### src/rtl/markov_pkg.sv
// ============================================================================
// markov_pkg: shared types and helpers for the Markov transition-count table.
// Optional MARKOV_CLEAR_EN adds the CLR state. Revision: 1.0
// ============================================================================
`default_nettype none

package markov_pkg;

  localparam int SYM_W_DEF = 4;
  localparam int CNT_W_DEF = 8;

  typedef enum logic [2:0] {
    IDLE     = 3'd0,
    TRN_RD   = 3'd1,
    TRN_WR   = 3'd2,
    PRD_SCAN = 3'd3,
    PRD_LAST = 3'd4,
    PRD_OUT  = 3'd5
`ifdef MARKOV_CLEAR_EN
    ,
    CLR      = 3'd6
`endif
  } state_e;

  typedef enum logic {
    TRAIN = 1'b0,
    PRED  = 1'b1
  } grant_e;

  // Saturating increment; callers truncate back to their own count width.
  function automatic logic [31:0] sat_inc(input logic [31:0] val, input logic [31:0] max);
    return (val >= max) ? max : val + 32'd1;
  endfunction

endpackage

`default_nettype wire

### src/rtl/markov_rr_arb.sv
// ============================================================================
// markov_rr_arb: two-way round-robin grant between training and prediction.
// Revision: 1.0
// ============================================================================
`default_nettype none

module markov_rr_arb
  import markov_pkg::*;
(
  input  logic clk,
  input  logic reset,
  input  logic en,
  input  logic req_train,
  input  logic req_pred,
  input  logic accept,
  output logic gnt_train,
  output logic gnt_pred
);

  grant_e last_grant_q, last_grant_d;

  always_comb begin
    gnt_train = 1'b0;
    gnt_pred  = 1'b0;
    if (en) begin
      if (req_train && req_pred) begin
        // Contention goes to whichever side did not win last time.
        gnt_train = (last_grant_q == PRED);
        gnt_pred  = (last_grant_q == TRAIN);
      end else begin
        gnt_train = req_train;
        gnt_pred  = req_pred;
      end
    end
  end

  always_comb begin
    last_grant_d = last_grant_q;
    if (accept) begin
      if (gnt_train) begin
        last_grant_d = TRAIN;
      end else if (gnt_pred) begin
        last_grant_d = PRED;
      end
    end
  end

  always_ff @(posedge clk or negedge reset) begin
    if (!reset) begin
      last_grant_q <= PRED;
    end else begin
      last_grant_q <= last_grant_d;
    end
  end

endmodule

`default_nettype wire

### src/rtl/markov_table_ctrl.sv
// ============================================================================
// markov_table_ctrl: arbitrates training increments and prediction row scans
// onto one single-port table RAM. Optional MARKOV_CLEAR_EN adds a table clear.
// Revision: 1.0
// ============================================================================
`default_nettype none

module markov_table_ctrl
  import markov_pkg::*;
#(
  parameter int SYM_W = SYM_W_DEF,
  parameter int CNT_W = CNT_W_DEF
) (
  input  logic                 clk,
  input  logic                 reset,
  input  logic                 train_valid,
  output logic                 train_ready,
  input  logic [SYM_W-1:0]     train_prev,
  input  logic [SYM_W-1:0]     train_cur,
  output logic                 train_done,
  input  logic                 pred_req,
  output logic                 pred_ack,
  input  logic [SYM_W-1:0]     pred_prev,
  output logic                 pred_valid,
  input  logic                 pred_ready,
  output logic [SYM_W-1:0]     pred_sym,
  output logic [CNT_W-1:0]     pred_cnt,
  output logic                 pred_hit,
  output logic [2*SYM_W-1:0]   mem_addr,
  output logic                 mem_re,
  output logic                 mem_we,
  output logic [CNT_W-1:0]     mem_wdata,
  input  logic [CNT_W-1:0]     mem_rdata,
`ifdef MARKOV_CLEAR_EN
  input  logic                 clear_req,
  output logic                 clear_done,
`endif
  output logic                 busy
);

  localparam int               NSYM     = 1 << SYM_W;
  localparam logic [CNT_W-1:0] CNT_MAX  = '1;
  localparam logic [SYM_W-1:0] SYM_ONE  = SYM_W'(1);
  localparam logic [SYM_W:0]   SCAN_ONE = (SYM_W+1)'(1);
  localparam logic [SYM_W:0]   SCAN_END = (SYM_W+1)'(NSYM);
`ifdef MARKOV_CLEAR_EN
  localparam logic [2*SYM_W-1:0] ADDR_ONE = (2*SYM_W)'(1);
  localparam logic [2*SYM_W-1:0] ADDR_MAX = '1;
`endif

  state_e           state_q, state_d;
  logic [SYM_W-1:0] prev_q, prev_d;
  logic [SYM_W-1:0] cur_q, cur_d;
  logic [SYM_W-1:0] best_sym_q, best_sym_d;
  logic [CNT_W-1:0] best_cnt_q, best_cnt_d;
  logic [SYM_W:0]   scan_q, scan_d;
`ifdef MARKOV_CLEAR_EN
  logic [2*SYM_W-1:0] clr_addr_q, clr_addr_d;
`endif

  logic             arb_en;
  logic             gnt_train;
  logic             gnt_pred;
  logic [CNT_W-1:0] inc_val;
  logic [SYM_W-1:0] cmp_sym;

  // Grants are gated by reset so every output reads 0 while reset is held.
  always_comb begin
    arb_en = (state_q == IDLE) && reset;
`ifdef MARKOV_CLEAR_EN
    arb_en = arb_en && !clear_req;
`endif
  end

  markov_rr_arb u_arb (
    .clk       (clk),
    .reset     (reset),
    .en        (arb_en),
    .req_train (train_valid),
    .req_pred  (pred_req),
    .accept    (gnt_train | gnt_pred),
    .gnt_train (gnt_train),
    .gnt_pred  (gnt_pred)
  );

  assign inc_val     = CNT_W'(sat_inc(32'(mem_rdata), 32'(CNT_MAX)));
  // Read data always belongs to the previous scan index; in PRD_LAST the
  // low bits have wrapped to 0, so this yields NSYM-1.
  assign cmp_sym     = scan_q[SYM_W-1:0] - SYM_ONE;

  assign train_ready = gnt_train;
  assign pred_ack    = gnt_pred;
  assign pred_sym    = best_sym_q;
  assign pred_cnt    = best_cnt_q;
  assign pred_hit    = |best_cnt_q;
  assign busy        = (state_q != IDLE);

  always_comb begin
    state_d    = state_q;
    prev_d     = prev_q;
    cur_d      = cur_q;
    best_sym_d = best_sym_q;
    best_cnt_d = best_cnt_q;
    scan_d     = scan_q;
    mem_addr   = '0;
    mem_re     = 1'b0;
    mem_we     = 1'b0;
    mem_wdata  = '0;
    train_done = 1'b0;
    pred_valid = 1'b0;
`ifdef MARKOV_CLEAR_EN
    clr_addr_d = clr_addr_q;
    clear_done = 1'b0;
`endif

    case (state_q)
      IDLE: begin
`ifdef MARKOV_CLEAR_EN
        if (reset && clear_req) begin
          state_d    = CLR;
          clr_addr_d = '0;
        end else
`endif
        if (gnt_train) begin
          state_d = TRN_RD;
          prev_d  = train_prev;
          cur_d   = train_cur;
        end else if (gnt_pred) begin
          state_d    = PRD_SCAN;
          prev_d     = pred_prev;
          scan_d     = '0;
          best_sym_d = '0;
          best_cnt_d = '0;
        end
      end

      TRN_RD: begin
        mem_addr = {prev_q, cur_q};
        mem_re   = 1'b1;
        state_d  = TRN_WR;
      end

      TRN_WR: begin
        mem_addr   = {prev_q, cur_q};
        mem_we     = 1'b1;
        mem_wdata  = inc_val;
        train_done = 1'b1;
        state_d    = IDLE;
      end

      PRD_SCAN: begin
        mem_addr = {prev_q, scan_q[SYM_W-1:0]};
        mem_re   = 1'b1;
        // Strict greater-than keeps the lowest symbol on ties.
        if ((scan_q != '0) && (mem_rdata > best_cnt_q)) begin
          best_cnt_d = mem_rdata;
          best_sym_d = cmp_sym;
        end
        scan_d = scan_q + SCAN_ONE;
        if (scan_d == SCAN_END) begin
          state_d = PRD_LAST;
        end
      end

      PRD_LAST: begin
        if (mem_rdata > best_cnt_q) begin
          best_cnt_d = mem_rdata;
          best_sym_d = cmp_sym;
        end
        state_d = PRD_OUT;
      end

      PRD_OUT: begin
        pred_valid = 1'b1;
        if (pred_ready) begin
          state_d = IDLE;
        end
      end

`ifdef MARKOV_CLEAR_EN
      CLR: begin
        mem_addr = clr_addr_q;
        mem_we   = 1'b1;
        if (clr_addr_q == ADDR_MAX) begin
          clear_done = 1'b1;
          state_d    = IDLE;
        end else begin
          clr_addr_d = clr_addr_q + ADDR_ONE;
        end
      end
`endif

      default: begin
        state_d = IDLE;
      end
    endcase
  end

  always_ff @(posedge clk or negedge reset) begin
    if (!reset) begin
      state_q    <= IDLE;
      prev_q     <= '0;
      cur_q      <= '0;
      best_sym_q <= '0;
      best_cnt_q <= '0;
      scan_q     <= '0;
`ifdef MARKOV_CLEAR_EN
      clr_addr_q <= '0;
`endif
    end else begin
      state_q    <= state_d;
      prev_q     <= prev_d;
      cur_q      <= cur_d;
      best_sym_q <= best_sym_d;
      best_cnt_q <= best_cnt_d;
      scan_q     <= scan_d;
`ifdef MARKOV_CLEAR_EN
      clr_addr_q <= clr_addr_d;
`endif
    end
  end

endmodule

`default_nettype wire

### config.mk
export PLATFORM = sky130hd
export DESIGN_NAME = markov_table_ctrl
export DESIGN_NICKNAME = d
export VERILOG_FILES = /design/src/rtl/markov_pkg.sv /design/src/rtl/markov_rr_arb.sv /design/src/rtl/markov_table_ctrl.sv
export SDC_FILE = /design/constraint.sdc
export NUM_CORES = 1
export LEC_CHECK = 0
export CORE_MARGIN = 2
export CORE_UTILIZATION = 45
export DETAILED_ROUTE_END_ITERATION = 8
export DONT_BUFFER_PORTS = 1
export PLACE_DENSITY = 0.64
export SLEW_MARGIN = 25
export SYNTH_ARGS = -nofsm -noshare
export SYNTH_HDL_FRONTEND = slang
export SYNTH_SLANG_ARGS = --single-unit
### constraint.sdc
create_clock -name clk -period 6.9 [get_ports clk]
set_clock_uncertainty 0.1 [all_clocks]
set_input_delay 0.69 -clock clk [delete_from_list [all_inputs] [get_ports clk]]
set_output_delay 0.69 -clock clk [all_outputs]
set_load 0.005 [all_outputs]
==> flow_metrics.env <==
export IMPL_fin_ws_ns=4.09
export IMPL_synth_warnings=0
export IMPL_drtAntennaViolNets=0
export IMPL_drive_gt1_share_pct=9.96
export IMPL_p_per_area_nw_per_um2=416
export IMPL_synth_nets=270
export IMPL_min_period_ns=2.81
export IMPL_ys_seq_elements=29
export IMPL_max_vdd_ir_drop_uv=190
export IMPL_fmax_mhz=355
export IMPL_seq_area_frac_synth_pct=36.3
export IMPL_grt_pass1_wl_um=6800
export IMPL_crit_type="reg -> out"
export IMPL_synth_edf_count=0
export IMPL_end_kind="output port"
export IMPL_drc=0
export IMPL_clockBufferDepth=2
export IMPL_place_inst=274
export IMPL_nNetsFinal=267
export IMPL_drv_cap=0
export IMPL_finalSetupViolations=0
export IMPL_fill_cells=431
export IMPL_fp_dieW_um=70.7
export IMPL_num_vias=1557
export IMPL_syn_avg_cell_area_um2=8.59
export IMPL_grt_setup_unrepaired="false"
export IMPL_dp_slack_ns=4.39
export IMPL_slew_headroom_pct=66.6
export IMPL_path_max_fanout=12
export IMPL_cp_required_ns=6.11
export IMPL_antenna_found_initial=0
export IMPL_arrival_ns=2.02
export IMPL_cts_tree="yes"
export IMPL_floorplan_initialDensity_pct=46.3
export IMPL_die_h_um=70.7
export IMPL_hp_class="in -> async"
export IMPL_synthCells=233
export IMPL_ios=61
export IMPL_dp_hpwl_um=3100
export IMPL_final_cells=283
export IMPL_synth_cell_area_um2=2000
export IMPL_total_power_uw=875
export IMPL_finalHoldViolCount=0
export IMPL_register_area_um2=727
export IMPL_gr_total_overflow=0
export IMPL_cts_sinks=29
export IMPL_slew_violations=0
export IMPL_area_growth_pct=5.13
export IMPL_synth_flop_cell="dfrtp_1"
export IMPL_core_area_um2=4320
export IMPL_period_share_pct=40.8
export IMPL_multi_input_area_um2=1140
export IMPL_io_buffers=0
export IMPL_fin_tns_setup_ns=0
export IMPL_outcome="complete, no violations"
export IMPL_max_slew_worst_pin_slew_ns=0.499
export IMPL_p_leak_uw=0.000999
export IMPL_grt_max_degree=29
export IMPL_wl_um=4240
export IMPL_clkLatencyLatePin_ns=0.29
export IMPL_cts_root_buf="clkbuf_8"
export IMPL_ctsHtreeMaxLevel=2
export IMPL_wl_per_cell_um=15.0
export IMPL_grt_pass1_vias=1456
export IMPL_dr_pass1_iters=4
export IMPL_stdcell_area_um2=2100
export IMPL_clk_pin_slew_worst_paths_ns=0.06
export IMPL_ctsResizeCount=0
export IMPL_place_congestion=0.753
export IMPL_numCtsBuffers=5
export IMPL_rows=24
export IMPL_antenna_cells=0
export IMPL_dieArea_um2=5000
export IMPL_grt_use_total_pct=17.5
export IMPL_yosysUniqueCellTypes=49
export IMPL_start_kind="flop"
export IMPL_postPlaceCellArea_um2=1990
export IMPL_drt_iter0_drc=83
export IMPL_async_flop_share_pct=100
export IMPL_vias_per_cell=5.50
-- area by class of cell --
class	instances	share of cell area, %
Sequential cell	29	34.5
Timing Repair Buffer	1	0.951
Multi-Input combinational cell	176	54.1
Inverter	17	3.03
Clock buffer	8	4.28
Tap cell	52	3.09
-- sequential cells by signal, indices dropped and copies added, names as in the netlist --
| name | count |
|---|---|
| pred_sym | 4 |
| prev_q | 4 |
| cur_q | 4 |
| pred_cnt | 8 |
| scan_q | 5 |
| state_q | 3 |
| u_arb.last_grant_q | 1 |
-- cell families (layout without fill, tap and decap cells) --
kind of cell,count (synthesis),in the layout,synth area share (%)
buf+inv,28,26,6.81
simple gates,98,98,23.7
compound gates,44,44,14.1
xor+xnor,6,6,2.62
mux,16,16,8.87
flops,29,29,36.3
fa+ha+maj,12,12,7.50
-- power by group --
part           total, uW  switching, uW  leakage (uW)  internal (uW)
sequential           341           98.4      0.000375            242
clock                146           65.2     0.0000455           81.2
combinational        388            211      0.000578            177
-- path summary, 6_finish.rpt --
path / cells after the start / slack (ns) / to / from
max: 5 / 4.09 / mem_wdata[7] / state_q[1]
min: 1 / 0.12 / scan_q[3] / reset
max reg2reg: 7 / 4.62 / pred_sym[3] / scan_q[0]
min reg2reg: 2 / 0.40 / cur_q[1] / cur_q[1]
max in group asynchronous: 1 / 6.41 / prev_q[3] / reset
min in group clk: 1 / 0.37 / u_arb.last_grant_q / train_valid
-- layout by cell type, fill, tap and decap left out, types with 2 or more instances in the layout --
| master | n |
|---|---|
| and3_1 | 3 |
| clkbuf_8 | 6 |
| xor2_1 | 2 |
| nor4_1 | 2 |
| and2_1 | 4 |
| mux2_2 | 4 |
| or2_2 | 2 |
| nand4_1 | 3 |
| dfrtp_1 | 28 |
| nand3_1 | 7 |
| mux2i_1 | 8 |
| mux2_1 | 2 |
| nor3_1 | 2 |
| nor2b_1 | 3 |
| o21ai_0 | 8 |
| o21ai_1 | 3 |
| a22oi_1 | 4 |
| ha_1 | 12 |
| mux2_4 | 2 |
| inv_1 | 16 |
| xnor2_1 | 4 |
| nand2_1 | 43 |
| nor2_1 | 22 |
| a31oi_1 | 7 |
| a21oi_1 | 12 |
| clkbuf_1 | 2 |
-- critical path, stage by stage (launching register included) --
cell,delay [ns]
dfrtp_1,0.63
inv_1,0.16
nor2_1,0.31
nand2_1,0.27
inv_1,0.19
o211a_1,0.18
-- stage by stage --
stage / util (%) / hold WS, ns
detailed placement: 46.1 / 0.295
global route: 48.7 / 0.131
finish: 48.7 / 0.119
floorplan: - / 0.294
CTS: 48.7 / 0.122
global placement: 46.1 / 0.295
-- Yosys cell counts, types with 2 or more instances --
library cell	number	area [um^2]
a21oi_1	12	60.1
a22oi_1	4	30.0
a31oi_1	7	43.8
and2_1	4	25.0
and3_1	3	18.8
buf_2	3	15.0
clkbuf_1	4	15.0
dfrtp_1	28	701
ha_1	12	150
inv_1	16	60.1
mux2_1	2	22.5
mux2_2	4	45.0
mux2_4	2	30.0
mux2i_1	8	80.1
nand2_1	43	161
nand3_1	7	35.0
nand4_1	3	18.8
nor2_1	22	82.6
nor2b_1	3	18.8
nor3_1	2	10.0
nor4_1	2	12.5
o21ai_0	8	40.0
o21ai_1	3	15.0
or2_2	2	12.5
xnor2_1	4	35.0
xor2_1	2	17.5
-- what timing repair did --
action / 4_1_cts / 5_1_grt
hold endpoints to repair: 28 / 0
buffers inserted: 0 / 0
hold buffers: 1 / 0
-- layer usage --
metal / global-route usage, % / wire, um
met4: 6.92 / 55
met3: 5.56 / 282
met2: 27.0 / 1920
met1: 22.9 / 1980
met5: 0 / 0
Note: power is estimated with default switching activity, not from simulation.
